### src/rtl/led_pwm_driver.sv
// ---------------------------------------------------------------------------
// led_pwm_driver
//
// Turns per-channel duty registers into PWM waveforms on the board LEDs.
// A prescaler divides clk into phase steps. A phase counter sweeps
// 0 .. 2^DUTY_WIDTH-2, so one PWM period is PRESCALE*(2^DUTY_WIDTH-1) cycles.
// Duties are captured into shadow registers at each period start, so a
// brightness change never lands part-way through a period. The LED mux output
// (i_mask) is applied unshadowed, so it gates the channel immediately.
//
// Ports:
//   clk            system clock
//   i_reset        asynchronous, active-high reset
//   i_enable       global PWM enable (level)
//   i_duty         packed duties, channel k = [k*DUTY_WIDTH +: DUTY_WIDTH]
//   i_mask         per-channel gate, 1 = channel may light
//   o_led          registered PWM outputs, polarity set by ACTIVE_LOW
//   o_period_start registered one-cycle pulse at the start of each period
// ---------------------------------------------------------------------------
module led_pwm_driver #(
    parameter int N_CHANNELS = 8,
    parameter int DUTY_WIDTH = 8,
    parameter int PRESCALE   = 196,
    parameter bit ACTIVE_LOW = 1'b1
) (
    input  logic                             clk,
    input  logic                             i_reset,
    input  logic                             i_enable,
    input  logic [N_CHANNELS*DUTY_WIDTH-1:0] i_duty,
    input  logic [N_CHANNELS-1:0]            i_mask,
    output logic [N_CHANNELS-1:0]            o_led,
    output logic                             o_period_start
);

    // A 1-bit prescaler when PRESCALE==1 keeps the declarations legal; it
    // then simply stays at 0 because every cycle is the last step cycle.
    localparam int PW = (PRESCALE > 1) ? $clog2(PRESCALE) : 1;
    localparam logic [PW-1:0]         PRESC_LAST = PW'(PRESCALE - 1);
    localparam logic [DUTY_WIDTH-1:0] PHASE_LAST = DUTY_WIDTH'((2 ** DUTY_WIDTH) - 2);
    localparam logic [N_CHANNELS-1:0] LED_OFF    = {N_CHANNELS{ACTIVE_LOW}};

    logic [PW-1:0]                           presc_q, presc_d;
    logic [DUTY_WIDTH-1:0]                   phase_q, phase_d;
    logic [N_CHANNELS-1:0][DUTY_WIDTH-1:0]   shadow_q, shadow_d;
    logic [N_CHANNELS-1:0]                   led_q, led_d;
    logic                                    period_start_q, period_start_d;

    logic                                    period_start;
    logic                                    step_last;
    logic [N_CHANNELS-1:0][DUTY_WIDTH-1:0]   cmp_val;
    logic [N_CHANNELS-1:0]                   chan_on;

    always_comb begin
        presc_d        = presc_q;
        phase_d        = phase_q;
        shadow_d       = shadow_q;
        cmp_val        = shadow_q;
        chan_on        = '0;
        period_start   = i_enable && (presc_q == '0) && (phase_q == '0);
        step_last      = (presc_q == PRESC_LAST);

        // Counters only run while enabled; disabling parks them at the
        // period origin so the next enabled cycle is a period start.
        if (!i_enable) begin
            presc_d = '0;
            phase_d = '0;
        end else if (step_last) begin
            presc_d = '0;
            phase_d = (phase_q == PHASE_LAST) ? '0 : phase_q + DUTY_WIDTH'(1);
        end else begin
            presc_d = presc_q + PW'(1);
        end

        for (int k = 0; k < N_CHANNELS; k++) begin
            // In the period-start cycle the shadow is still the old value,
            // so compare against the incoming duty directly; this lets the
            // new duty govern the very first step of the period.
            if (period_start) begin
                shadow_d[k] = i_duty[k*DUTY_WIDTH +: DUTY_WIDTH];
                cmp_val[k]  = i_duty[k*DUTY_WIDTH +: DUTY_WIDTH];
            end
            chan_on[k] = i_enable && i_mask[k] && (phase_q < cmp_val[k]);
        end

        led_d          = chan_on ^ LED_OFF;
        period_start_d = period_start;
    end

    always_ff @(posedge clk or posedge i_reset) begin
        if (i_reset) begin
            presc_q        <= '0;
            phase_q        <= '0;
            shadow_q       <= '0;
            led_q          <= LED_OFF;
            period_start_q <= 1'b0;
        end else begin
            presc_q        <= presc_d;
            phase_q        <= phase_d;
            shadow_q       <= shadow_d;
            led_q          <= led_d;
            period_start_q <= period_start_d;
        end
    end

    assign o_led          = led_q;
    assign o_period_start = period_start_q;

endmodule

### config.mk
export PLATFORM = sky130hd
export DESIGN_NAME = led_pwm_driver
export DESIGN_NICKNAME = d
export VERILOG_FILES = /design/src/rtl/led_pwm_driver.sv
export SDC_FILE = /design/constraint.sdc
export NUM_CORES = 1
export LEC_CHECK = 0
export CORE_AREA = 8 8 106 118
export CTS_CLUSTER_SIZE = 30
export DETAILED_ROUTE_END_ITERATION = 12
export DIE_AREA = 0 0 114 126
export PLACE_DENSITY = 0.76
export SYNTH_ARGS = -nofsm -noshare
export SYNTH_HDL_FRONTEND = slang
export SYNTH_SLANG_ARGS = --single-unit
### constraint.sdc
create_clock -name clk -period 3.44 [get_ports clk]
set_clock_uncertainty 0.2 [all_clocks]
set_input_delay 0.688 -clock clk [delete_from_list [all_inputs] [get_ports clk]]
set_output_delay 0.688 -clock clk [all_outputs]
set_load 0.1 [all_outputs]
-- Yosys cells after proc, flatten, opt, wreduce, memory -nomap -nowiden
Index checks and enable logic that the tools add are counted.
- add/sub/neg operators: 2
- magnitude comparators: 8
- equal/unequal tests: 3
- multiplexer cells: 13
- bitwise logic cells: 1
- reductions and logical operators: 20
- operators with widths (cell ; number):
    $mux 8 ; 13
    $lt 8x8->1 ; 8
    $logic_and 1x1->1 ; 18
    $add 8x1->8 const B ; 2
    $eq 8x8->1 const B ; 2
    $logic_not 8->1 ; 2
    $not 8->8 ; 1
    $ne 2x1->1 const B ; 1
- bits in registers: 89
- input port bits: 75
- output and inout port bits: 9

-- Longest topological paths before layout
Gate-level depths: netlist of run 1.
- depth in word-level cells: 7
- mapped depth: 14

-- Worst setup path after synthesis of run 1
OpenSTA, ideal clock, no wires.
- kind: reg-to-reg
- start: reg phase_q[0]
- end: reg led_q[0], in the netlist o_led[0]
- setup time: 81 ps
- arrival: 3322 ps
- required time: 3159 ps
- slack: -163 ps
- stages on the path, launching flop included: 15
- period minus slack after synthesis: 3603 ps
- path through: dfrtp_1 -> clkbuf_1 -> inv_1 -> ha_1 -> or4b_1 -> or4_1 -> buf_2 -> buf_6 -> buf_6 -> mux2i_2 -> ha_1 -> o21ai_0 -> a211o_1 -> or2_2 -> o211ai_1
- word-level cells in the longest chain between the ends: 6
- ends and longest elaborated chain (element ; line ; RTL):
    start, declared ; 43 ; logic [DUTY_WIDTH-1:0] phase_q, phase_d;
    start signal, assigned ; 98 ; phase_q <= phase_d;
    $logic_not 8->1 ; 59 ; period_start = i_enable && (presc_q == '0) && (phase_q == '0);
    $logic_and 1x1->1 ; 59 ;
    $mux 8 ; n/a ;
    $lt 8x8->1 * ; 82 ; chan_on[k] = i_enable && i_mask[k] && (phase_q < cmp_val[k]);
    $logic_and 1x1->1 * ; 82 ;
    $not 8->8 (no line) * ; n/a ;
    via led_d[0] ; 45 ; logic [N_CHANNELS-1:0] led_q, led_d;
    end signal, assigned ; 100 ; led_q <= led_d;
    end, declared ; 45 ;
Mark *: on every way through the listed nets, which the timed path passes. The rest lies on a longest branch.
A chain may end at the register's enable or synchronous reset.

-- Worst setup path after layout of run 1
- start: in i_enable
- end: reg led_q[5], in the netlist o_led[5]
- word-level cells in the longest chain between the ends: 6
- elaborated cells on any way between the ends: 7
- classes of those cells: order compare (1); mux (1); bitwise (1); reduce/logical (4)
- ends and longest elaborated chain (element ; line ; RTL):
    start, declared ; 28 ; input logic i_enable,
    $logic_and 1x1->1 (2 in series) ; 59 ;
    $mux 8 ; n/a ;
    $lt 8x8->1 ; 82 ;
    $logic_and 1x1->1 * ; 82 ;
    $not 8->8 (no line) * ; n/a ;
    via led_d[5] ; 45 ;
Marked as above.

==> impl_metrics.ini, run 1 <==
[setup_path]
end_kind = flip-flop
worstSetupPathType = primary input to flip-flop
worstPathMaxFanout = 10
start_kind = primary input
required_ns = 3.49
crit_arrival_ns = 3.47

[power_and_ir_drop]
p_sw_share_pct = 27.8
power_frac_clock_pct = 32.4
p_int_mw = 2.25
power_leakage_nw = 3.47
power_mw = 3.11
p_comb_share_pct = 25.9
power_frac_seq_pct = 41.7
p_per_area_nw_per_um2 = 470
ir_drop_mv = 0.243
net-switching-power_mw = 0.866

[placed_design]
dp_slack_ns = -0.422
placed_cells = 705
gp_congestion = 0.838
dpl.hpwl_um = 9480
port_buffers = 83
placed_cell_area_sq_um = 6280

[timing]
fin_hold_ws_ns = 0.268
period_needed_ns = 3.42
finalHoldViolCount = 0
slew_violations = 0
relSlewSlack_pct = 44.1
rsz0062_at_grt = true
max_freq_mhz = 292
tightest_slew_ns = 0.830
finalCritPeriodShare_pct = 99.6
setup_viol = 0
setup_tns_ns = 0
fin_ws_ns = 0.0151

[clock_tree]
cts_buffers = 9
cts_root_buffer = clkbuf_16
hold_buffers = 0
tritoncts = yes
clk_pin_slew_ns = 0.06
clk_path_buf_depth = 2
cts_sinks = 89
clock_latency_ns = 0.34
htreeDepth = 3

[layout]
layout-drive-gt1-share_pct = 19.2
diodes = 0
fin_area_sq_um = 6620
mostFrequentLayoutCells = dfrtp_1 (81), clkdlybuf4s50_1 (74), inv_1 (61), ha_1 (61), mux2i_1 (48)
instances_no_fill = 721
final_common_cell = dfrtp_1
utilization_pct = 62.4
fillers = 874
finalNetCount = 705
area_delta_synth_final_pct = 31.6

[global_routing]
antenna_found_initial = 0
grt_max_degree = 47
grt_overflow_total = 0
grt_pass1_wl_um = 20900
grt.total_usage_pct = 18.5
grt_pass1_vias = 4367

[logic_synthesis]
syn_area_per_cell_sq_um = 11.2
yosys_most_used_dff = dfrtp_1
ys_warn_count = 0
syn_area_sq_um = 5030
post-synth-top-area-cell = dfrtp_1
async_flop_share_pct = 100
yosysUniqueCellTypes = 45
synth-seq-cells = 89
seq_area_frac_synth_pct = 44.5
synth_edf_count = 0
synthCells = 448
synth.top_cell.area_share_pct = 40.3
synthTopCellsByArea = dfrtp_1 (40%), ha_1 (15%), mux2i_1 (9.5%)
syn-num-nets = 584

[outcome]
status = finished clean

[detailed_routing]
dr.pass1.iters = 5
drtAntennaViolNets = 0
drt_iter0_drc = 139
wl_per_cell_um = 17.6
drc_errors = 0
num_vias = 3878
vias_per_cell = 5.38
drt-total-wl_um = 12700

[floorplan]
fp.dieH_um = 126
row_count = 40
die_area_sq_um = 14400
die_w_um = 114
start_util_pct = 47.4
io_pins = 84
coreArea_sq_um = 10600

[hold_path]
hp-class = flip-flop to flip-flop

[job]
cap_violations = 0
## cell type report
class | count | area (sq um) | area share [%]
clock inverters | 2 | 35.0 | 0.529
inverters | 73 | 277 | 4.18
repair buffers | 120 | 1120 | 17.0
multi-input cells | 276 | 2490 | 37.6
clock buffers | 14 | 274 | 4.14
flip-flops and latches | 89 | 2240 | 33.8
well taps | 147 | 184 | 2.78
## state kept, by name, summed over array words and instances (netlist names)
name,cells
shadow_q,64
o_period_start,1
presc_q,8
o_led,8
phase_q,8
## metal layers
layer  global-route usage (%)  wire (um)
met1                     21.0       5350
met2                     31.8       6260
met3                     4.68        680
met4                     8.55        374
met5                        0          0
## cell families after synthesis
family / count (synthesis) / synth area share, %
flip-flops: 89 / 44.5
AO/OA/AOI/OAI: 82 / 12.1
XOR/XNOR: 6 / 1.04
AND/OR/NAND/NOR: 63 / 6.96
buffers and inverters: 83 / 6.69
multiplexers: 64 / 13.6
adder cells (fa/ha/maj): 61 / 15.2
## power groups by stage
| stage | clock network, mW | registers, mW | logic (mW) |
|---|---|---|---|
| after floorplan | 0 | 1.35 | 0.448 |
| after global placement | 0 | 1.31 | 0.744 |
| after detailed placement | 0 | 1.32 | 0.789 |
| after CTS | 1.03 | 1.30 | 0.800 |
| after global routing | 1.07 | 1.32 | 0.895 |
| final | 1.01 | 1.30 | 0.805 |
## worst max-delay path: stages
cell and delay (ns):
clkdlybuf4s50_1 0.48, nand4bb_1 0.12, or4_4 0.60, buf_4 0.23
mux2i_2 0.18, ha_1 0.34, o21ai_0 0.13, a211o_1 0.29
or2_2 0.29, o211ai_1 0.12
## synth_stat cells (5+ instances only)
| library cell | n |
|---|---|
| inv_1 | 63 |
| dfrtp_1 | 81 |
| a21o_1 | 17 |
| or2_2 | 7 |
| mux2i_2 | 9 |
| nand3_1 | 5 |
| and3_1 | 5 |
| ha_1 | 61 |
| a211oi_1 | 7 |
| o211ai_1 | 7 |
| inv_2 | 9 |
| mux2i_1 | 48 |
| a211o_1 | 8 |
| nand4_1 | 9 |
| a2111oi_0 | 14 |
| o21ai_0 | 13 |
| nor2b_1 | 5 |
| dfstp_2 | 8 |
| mux2_2 | 7 |
| nand2_1 | 12 |
| nor2_1 | 10 |
## worst paths after layout
check	startpoint	to	slack [ns]	cells past startpoint
max	i_enable	o_led[5]$_DFF_PP1_	0.02	10
min	shadow_q[32]$_DFF_PP0_	shadow_q[32]$_DFF_PP0_	0.27	2
max reg2reg	presc_q[3]$_DFF_PP0_	o_led[5]$_DFF_PP1_	0.04	9
min reg2reg	shadow_q[32]$_DFF_PP0_	shadow_q[32]$_DFF_PP0_	0.27	2
max in group asynchronous	i_reset	o_led[1]$_DFF_PP1_	1.67	3
min in group asynchronous	i_reset	shadow_q[54]$_DFF_PP0_	0.62	2
## what timing repair did
action                                  CTS  global route
setup buffers                             0             0
resized for setup                         3             8
endpoints found under the setup margin    2             7
gates cloned                              0             0
Power figures use the tool's default switching activity.
==> run 2, diff against run 1 <==
- CORE_AREA: 8 8 106 118 -> 8 8 105 117
- CTS_BUF_LIST: unset -> sky130_fd_sc_hd__clkbuf_4 sky130_fd_sc_hd__clkbuf_8
- CTS_CLUSTER_DIAMETER: unset -> 200
- DIE_AREA: 0 0 114 126 -> 0 0 113 125
- PLACE_DENSITY: 0.76 -> 0.77
==> run 2 against run 1 <==
Sequential cell count unchanged. Sequential power barely moved. Hold slack improved by 0.0069 ns. Maximum frequency rose by 0.43%. Sequential share of layout area is 0.057 points lower. Combinational power rose by 6.6%. Critical path depth is the same. Wire length grew 2.3%. Final cell count down 1.9%. Via count increased by 0.54%. Die area decreased by 1.7%. First-iteration DRC count fell by 4.3%. Largest power group unchanged.
==> impl_metrics.ini, run 2 (synthesis results as in run 1) <==
[outcome]
status = finished clean

[detailed_routing]
wl_per_cell_um = 18.3
drc_errors = 0
drtAntennaViolNets = 0
vias_per_cell = 5.51
drt_iter0_drc = 133
drt-total-wl_um = 13000
dr.pass1.iters = 4
num_vias = 3899

[timing]
fin_hold_ws_ns = 0.275
relSlewSlack_pct = 57.5
fin_ws_ns = 0.0298
slew_violations = 0
finalHoldViolCount = 0
period_needed_ns = 3.41
max_freq_mhz = 293
setup_tns_ns = 0
finalCritPeriodShare_pct = 99.1
setup_viol = 0
tightest_slew_ns = 0.637
rsz0062_at_grt = true

[setup_path]
worstPathMaxFanout = 16
end_kind = flip-flop
start_kind = primary input
worstSetupPathType = primary input to flip-flop
slowest_stage = or4_4
crit_arrival_ns = 3.49
required_ns = 3.52
timing.critical_path.buf_inv = 2
slowest_delay_ns = 0.62
worstReg2RegStart = presc_q[3]$_DFF_PP0_
crit_path_start = i_enable
cp_top_family = simple AND/OR/NAND/NOR gates
crit_chain = clkdlybuf4s50_1 -> nand4bb_1 -> or4_4 -> buf_6 -> mux2i_2 -> ha_1 -> o21ai_0 -> a211o_1 -> or2_2 -> o211ai_1

[job]
cap_violations = 0

[floorplan]
start_util_pct = 47.9
die_area_sq_um = 14100
io_pins = 84
die_w_um = 113
coreArea_sq_um = 10500
fp.dieH_um = 125
row_count = 40

[placed_design]
port_buffers = 83
dp_slack_ns = -0.387
dpl.hpwl_um = 9360
placed_cell_area_sq_um = 6270
gp_congestion = 0.837
placed_cells = 687

[clock_tree]
clock_latency_ns = 0.35
clk_path_buf_depth = 2
cts_buffers = 9
cts_sinks = 89
tritoncts = yes
hold_buffers = 0
clk_pin_slew_ns = 0.08
cts_root_buffer = clkbuf_8
htreeDepth = 3

[hold_path]
hp-class = flip-flop to flip-flop
hold_path.startpoint = shadow_q[32]$_DFF_PP0_

[power_and_ir_drop]
p_per_area_nw_per_um2 = 438
ir_drop_mv = 0.198
power_mw = 2.90
power_leakage_nw = 3.47

[global_routing]
grt_pass1_vias = 4230
grt_overflow_total = 0
grt_pass1_wl_um = 20500
grt.total_usage_pct = 18.4
antenna_found_initial = 0
grt_max_degree = 58

[layout]
final_common_cell = dfrtp_1
utilization_pct = 63.1
layout-drive-gt1-share_pct = 22.7
largest_register_ffs = 64
finalNetCount = 712
instances_no_fill = 707
mostFrequentLayoutCells = dfrtp_1 (81), clkdlybuf4s50_1 (74), inv_1 (61), ha_1 (61), buf_4 (47)
diodes = 0
regMostFlops = shadow_q
area_delta_synth_final_pct = 31.8
fin_area_sq_um = 6630
-- run 2: cell count changes in the layout (fill, tap and decap cells not counted), moves of 2 or more --
cell	before	now
a2111oi_1	5	2
a2111oi_2	3	5
a211oi_1	6	3
a211oi_2	1	4
buf_4	43	47
buf_6	0	4
clkbuf_1	2	0
clkbuf_16	9	0
clkbuf_8	3	15
mux2i_1	48	40
mux2i_2	9	14
mux2i_4	0	3
-- run 2: tightest hold or removal path, stage by stage (launching register included) --
cell     delay (ns)
dfrtp_1        0.35
nand2_1        0.05
nand2_1        0.05
-- run 2: report_power, final --
part           internal [mW]  switching, mW  total, mW
combinational          0.427          0.431      0.858
sequential              1.24         0.0665       1.30
clock                  0.381          0.359      0.740
-- run 2: worst paths after layout --
path / cells past startpoint / end / slack (ns)
max: 10 / o_led[2]$_DFF_PP1_ / 0.03
min: 2 / shadow_q[32]$_DFF_PP0_ / 0.27
max reg2reg: 9 / o_led[2]$_DFF_PP1_ / 0.05
min reg2reg: 2 / shadow_q[32]$_DFF_PP0_ / 0.27
max in group asynchronous: 3 / o_led[2]$_DFF_PP1_ / 1.76
min in group asynchronous: 2 / shadow_q[48]$_DFF_PP0_ / 0.52
-- run 2: cell type report --
class,count,area (sq um)
Timing Repair Buffer,127,1180
Clock inverter,1,5.00
Multi-Input combinational cell,276,2570
Sequential cell,89,2240
Fill cell,853,3880
Clock buffer,15,206
Tap cell,126,158
Inverter,73,277
-- run 2: routing by layer --
layer | GRT usage, % | routed length (um) | vias to the layer above
met5 | 0 | 0 | -
met4 | 9.65 | 300 | 0
met3 | 2.99 | 613 | 21
met2 | 31.7 | 6690 | 93
met1 | 21.3 | 5360 | 1935
li1 | - | - | 1850
-- run 2: timing repair --
action                                  CTS  global route
endpoints found under the setup margin    3             8
resized for setup                         3            27
buffers inserted                          0             4
==> run 3, diff against run 2 <==
- SKIP_LAST_GASP: unset -> 1
==> run 3 against run 2 <==
Register-to-register slack is essentially flat. Cell area is essentially flat. Via count grew 0.26%. Sequential power is essentially flat. Critical path depth is the same. Critical endpoint unchanged. Largest cell class unchanged. Hold slack gained 0.0027 ns. First-iteration DRC count grew 14%. Final cell count is the same. Clock power is essentially flat.
==> impl_metrics.ini, run 3 (synthesis results as in run 1) <==
[setup_path]
timing.critical_path.buf_inv = 2
r2r_end = o_led[2]$_DFF_PP1_
crit_arrival_ns = 3.49
cp_top_family = simple AND/OR/NAND/NOR gates
worstSetupPathType = primary input to flip-flop
slowest_delay_ns = 0.62
crit_chain = clkdlybuf4s50_1 -> nand4bb_1 -> or4_4 -> buf_6 -> mux2i_2 -> ha_1 -> o21ai_0 -> a211o_1 -> or2_2 -> o211ai_1
slowest_stage = or4_4
r2r_setup_slack_ns = 0.05
worstReg2RegStart = presc_q[3]$_DFF_PP0_
worstPathMaxFanout = 16
crit_path_start = i_enable
reg2reg_depth = 9
path_depth = 10
start_kind = primary input
required_ns = 3.52
endpoint = o_led[2]$_DFF_PP1_
end_kind = flip-flop

[power_and_ir_drop]
p_comb_share_pct = 29.5
ir_drop_mv = 0.197
net-switching-power_mw = 0.858
power_leakage_nw = 3.47
p_int_mw = 2.05
p_per_area_nw_per_um2 = 438
power_frac_clock_pct = 25.5
p_sw_share_pct = 29.6
power_frac_seq_pct = 44.9

[timing]
finalCritPeriodShare_pct = 99.2
period_needed_ns = 3.41
relSlewSlack_pct = 57.9
rsz0062_at_grt = true
finalHoldViolCount = 0
tightest_slew_ns = 0.631
setup_viol = 0
slew_violations = 0
max_freq_mhz = 293

[hold_path]
hp-class = flip-flop to flip-flop

[detailed_routing]
num_vias = 3909
dr.pass1.iters = 4
drt-total-wl_um = 13000
drtAntennaViolNets = 0
vias_per_cell = 5.53
drt_iter0_drc = 151
drc_errors = 0
wl_per_cell_um = 18.3

[placed_design]
gp_congestion = 0.837
dpl.hpwl_um = 9360
placed_cells = 687
port_buffers = 83

[floorplan]
coreArea_sq_um = 10500
die_area_sq_um = 14100
start_util_pct = 47.9
row_count = 40
die_w_um = 113
fp.dieH_um = 125
io_pins = 84

[global_routing]
grt.total_usage_pct = 18.4
use_met2_pct = 31.7
grt_pass1_vias = 4230
grt_pass1_wl_um = 20500
grt_max_degree = 58
groute.layer.met1.usage_pct = 21.3
grt_overflow_total = 0
met3_usage_pct = 2.99
busiest_layer = met2
antenna_found_initial = 0

[layout]
diodes = 0
finalNetCount = 712
final_common_cell = dfrtp_1
utilization_pct = 63.1
layout-drive-gt1-share_pct = 22.5
largest_register_ffs = 64
regMostFlops = shadow_q
mostFrequentLayoutCells = dfrtp_1 (81), clkdlybuf4s50_1 (74), inv_1 (61), ha_1 (61), buf_4 (47)
instances_no_fill = 707
area_delta_synth_final_pct = 31.7

[clock_tree]
tritoncts = yes
cts_sinks = 89
cts_buffers = 9
htreeDepth = 3
cts_root_buffer = clkbuf_8
clk_path_buf_depth = 2
hold_buffers = 0
clock_latency_ns = 0.36
clk_pin_slew_ns = 0.08

[outcome]
status = finished clean

[job]
cap_violations = 0
==> run 3: cell counts in the layout (fill, tap and decap cells not counted) <==
No cell type changed its count.
==> run 3: how the worst min path moves through the flow <==
stage / slack [ns] / to / cells after the start / startpoint
6_report: 0.28 / shadow_q[32]$_DFF_PP0_ / 2 / shadow_q[32]$_DFF_PP0_
4_1_cts: 0.28 / shadow_q[32]$_DFF_PP0_ / 2 / shadow_q[32]$_DFF_PP0_
2_1_floorplan: 0.24 / shadow_q[32]$_DFF_PP0_ / 2 / shadow_q[32]$_DFF_PP0_
5_1_grt: 0.30 / shadow_q[32]$_DFF_PP0_ / 2 / shadow_q[32]$_DFF_PP0_
3_5_place_dp: 0.26 / shadow_q[32]$_DFF_PP0_ / 2 / shadow_q[32]$_DFF_PP0_
3_3_place_gp: 0.25 / shadow_q[32]$_DFF_PP0_ / 2 / shadow_q[32]$_DFF_PP0_
==> run 3: layout make-up <==
class | instances | area [sq um]
tap | 126 | 158
fill | 854 | 3880
clock inverter | 1 | 5.00
sequential | 89 | 2240
inverter | 73 | 277
multi-input combinational | 276 | 2570
clock buffer | 15 | 206
timing repair buffer | 127 | 1180
==> run 3: power by group through the flow <==
| stage | Combinational [mW] | Sequential, mW | Clock, mW |
|---|---|---|---|
| floorplan | 0.448 | 1.35 | 0 |
| global placement | 0.758 | 1.31 | 0 |
| detailed placement | 0.800 | 1.32 | 0 |
| CTS | 0.809 | 1.30 | 0.762 |
| global route | 0.946 | 1.32 | 0.794 |
| finish | 0.858 | 1.31 | 0.741 |
==> run 3: tightest hold or removal path, cell delays in order, from the launching register on <==
cell	delay (ns)
dfrtp_1	0.35
nand2_1	0.05
nand2_1	0.05
==> run 3: layer usage <==
| layer | wire length [um] | vias up | part of all wire, % |
|---|---|---|---|
| met4 | 318 | 0 | 2.5 |
| met2 | 6670 | 103 | 51 |
| met3 | 601 | 23 | 4.6 |
| met1 | 5360 | 1931 | 41 |
| li1 | - | 1852 | - |
| met5 | 0 | - | 0 |
==> run 3: timing repair <==
action | 4_1_cts | 5_1_grt
setup endpoints to repair | 3 | 8
resized for setup | 3 | 26
gates cloned | 0 | 0
hold endpoints to repair | 0 | 0
buffers inserted | 0 | 4
==> run 3: stage by stage <==
stage | setup slack, ns | power (mW) | hold slack (ns) | setup TNS [ns] | area, sq um
2_1_floorplan | 0.0000282 | 1.80 | 0.238 | 0 | 5060
6_report | 0.0292 | 2.90 | 0.277 | 0 | 6630
5_1_grt | -0.0594 | 3.06 | 0.297 | -0.202 | 6630
3_5_place_dp | -0.387 | 2.12 | 0.260 | -2.73 | 6270
3_3_place_gp | -0.330 | 2.07 | 0.254 | -1.96 | 6270
4_1_cts | 0.00125 | 2.87 | 0.278 | 0 | 6480
==> variant: new RTL, config.mk and constraints of run 1 <==
`ACTIVE_LOW`: 1'b1 -> 1'b0.
--- a/src/rtl/led_pwm_driver.sv
+++ b/src/rtl/led_pwm_driver.sv
@@ -22,5 +22,5 @@
     parameter int DUTY_WIDTH = 8,
     parameter int PRESCALE   = 196,
-    parameter bit ACTIVE_LOW = 1'b1
+    parameter bit ACTIVE_LOW = 1'b0
 ) (
     input  logic                             clk,
Behaviour: not the same (Yosys sat finds a counterexample within 4 cycles, from zero or initial values and one cycle with i_reset high).
==> variant against run 1 <==
  * Setup slack improved by 0.20 ns
  * Sequential cell count did not move
  * Sequential power barely moved
  * Total power fell by 3.4%
  * Area after synthesis rose by 1.0%
  * First-iteration DRC count rose by 33%
  * Design area fell by 2.4%
  * Critical path depth did not move
  * Routed wire length fell by 4.9%
  * Highest routed layer unchanged
==> variant: results (changes against run 1) <==
** Route
- The detailed-route wire length was 12100 microns (was 12700 microns).
- The iteration count of the initial detailed-routing pass was 4 (was 5).
- The number of vias after detailed routing was 3869 (was 3878).
- The starting DRC count in detailed routing was 185 (was 139).

** Placement
- The count of buffers from port buffering was 83 (unchanged).
- Instance area after placement :: 0.00618 sq mm (was 0.00628 sq mm)
- Placement Setup Slack :: -0.112 ns (was -0.422 ns)
- Weighted congestion at the end of routability-driven global placement :: 0.774 (was 0.838)
- Total half-perimeter wirelength after legalization and detailed placement :: 8770 microns (was 9480 microns)

** Global routing
- Pin count of the biggest net entering global routing :: 55 (was 47)
- Number of global-route vias before repair :: 4214 (was 4367)
- The number of antenna violations at the first check in global routing was 1 (was 0).
- The total global-route track usage is 17.3% (was 18.5%).
- The global-route wire length before repair was 19900 microns (was 20900 microns).

** Logic synthesis
- The net count after synthesis was 585 (was 584).
- The sequential share of the synthesized area came to 43.8% (was 44.5%).
- Warnings from Yosys :: 0 (unchanged)
- Post-synth cell types :: 41 (was 45)
- Most area-consuming cells after synthesis: dfrtp_1 (44%), ha_1 (15%), mux2i_1 (9.5%), inv_1 (5.4%), a2111oi_0 (2.8%) (was dfrtp_1 (40%), ha_1 (15%), mux2i_1 (9.5%), inv_1 (4.7%), dfstp_2 (4.2%)).
- The async set or reset register ratio after synthesis came to 100% (unchanged).
- Synth top cells by count :: dfrtp_1 (89), inv_1 (73), ha_1 (61), mux2i_1 (48) (was dfrtp_1 (81), inv_1 (63), ha_1 (61), mux2i_1 (48), a21o_1 (17))

** Worst setup path
- The arrival time of data at the critical path endpoint was 3.30 ns (was 3.47 ns).
- The maximum fanout encountered on the critical timing path came to 32 (was 10).
- The largest incremental delay on the critical path was 0.48 ns (was 0.60 ns).
- The cell class contributing the biggest share of worst-path delay is compound AO/OA/AOI/OAI gates (was simple AND/OR/NAND/NOR gates).
- The cell type of the slowest stage on the worst timing path is clkdlybuf4s50_1 (was or4_4).

** Cells and area
- Largest reg by FF count :: shadow_q (unchanged)
- Share of final-layout standard cells stronger than drive strength 1 :: 12.1% (was 19.2%)
- The final-stage net count is 691 (was 705).
- Max FFs per register :: 64 (unchanged)

** Clock tree
- The clock buffer count from CTS was 9 (unchanged).
- The root buffer selected by CTS is clkbuf_16 (unchanged).
- H-tree depth reported by CTS :: 3 (unchanged)
- The clock transition at the register clock pins on the worst setup and hold paths after CTS is 0.06 ns (about the same).
- The later-pin clock latency in the skew report came to 0.34 ns (about the same).

** Power
- The leakage power is 0.00347 uW (about the same).
- The peak ir drop on the vdd network was 0.219 mV (was 0.243 mV).

** Status
- Result of the run :: finished clean (unchanged)

** Timing
- Headroom to the max-slew limit :: 37.2% (was 44.1%)
- The summed negative setup slack over all endpoints was 0 ns (unchanged).

** Hold path
- The class of the worst hold path is flip-flop to flip-flop (unchanged).
[variant: final timing paths]
check                             start            to  slack [ns]  cells after the start
min reg2reg                shadow_q[15]  shadow_q[15]        0.29                      2
max in group asynchronous       i_reset      o_led[2]        1.68                      3
max                            i_enable      o_led[0]        0.21                     10
min in group asynchronous       i_reset  shadow_q[12]        0.66                      2
min                        shadow_q[15]  shadow_q[15]        0.29                      2
max reg2reg                  presc_q[0]      o_led[7]        0.36                     11
[variant: metrics by stage]
step	utilization (%)	std cells	power (uW)
3_5_place_dp	58.3	691	2130
3_3_place_gp	58.3	691	2080
2_1_floorplan	-	449	1860
5_1_grt	60.9	708	3170
4_1_cts	60.8	707	3030
6_report	60.9	708	3010
[variant: metal layers]
| metal | global-route usage (%) | routed length [microns] |
|---|---|---|
| met5 | 0 | 0 |
| met4 | 8.24 | 288 |
| met3 | 3.49 | 660 |
| met2 | 28.9 | 5990 |
| met1 | 20.9 | 5110 |
[variant: worst reg2reg max path, delay by kind of cell (launching register included)]
kind / cells / cell delay [ns]
fa+ha+maj: 2 / 0.46
buf+inv: 2 / 0.40
flops: 1 / 0.42
compound gates: 4 / 0.91
simple gates: 2 / 0.35
mux: 1 / 0.28
[variant: cell type report]
type | count | area [sq um] | area share, %
Antenna cell | 1 | 2.50 | 0.0387
Clock buffer | 10 | 239 | 3.70
Clock inverter | 6 | 33.8 | 0.523
Inverter | 74 | 279 | 4.32
Multi-Input combinational cell | 276 | 2500 | 38.6
Sequential cell | 89 | 2230 | 34.5
Tap cell | 147 | 184 | 2.85
Timing Repair Buffer | 105 | 998 | 15.5
[variant: logic make-up after synthesis]
group	after synthesis	share of synthesized area (%)
AOI/OAI and AO/OA	92	13.3
DFF	89	43.8
buffers and inverters	84	7.11
muxes	64	13.7
adders and majority gates	61	15.0
and+or+nand+nor	53	6.10
xor gates and xnor gates	6	1.03
[variant: repair_timing]
item | CTS | global route
hold endpoints to repair | 0 | 0
setup endpoints to repair | 0 | 1
resized for setup | 0 | 1
[variant: power by group]
part	switching [uW]	leakage (uW)	internal [uW]
logic	439	0.00225	365
clock network	398	0.000142	504
registers	57.5	0.00108	1240
total	895	0.00347	2110
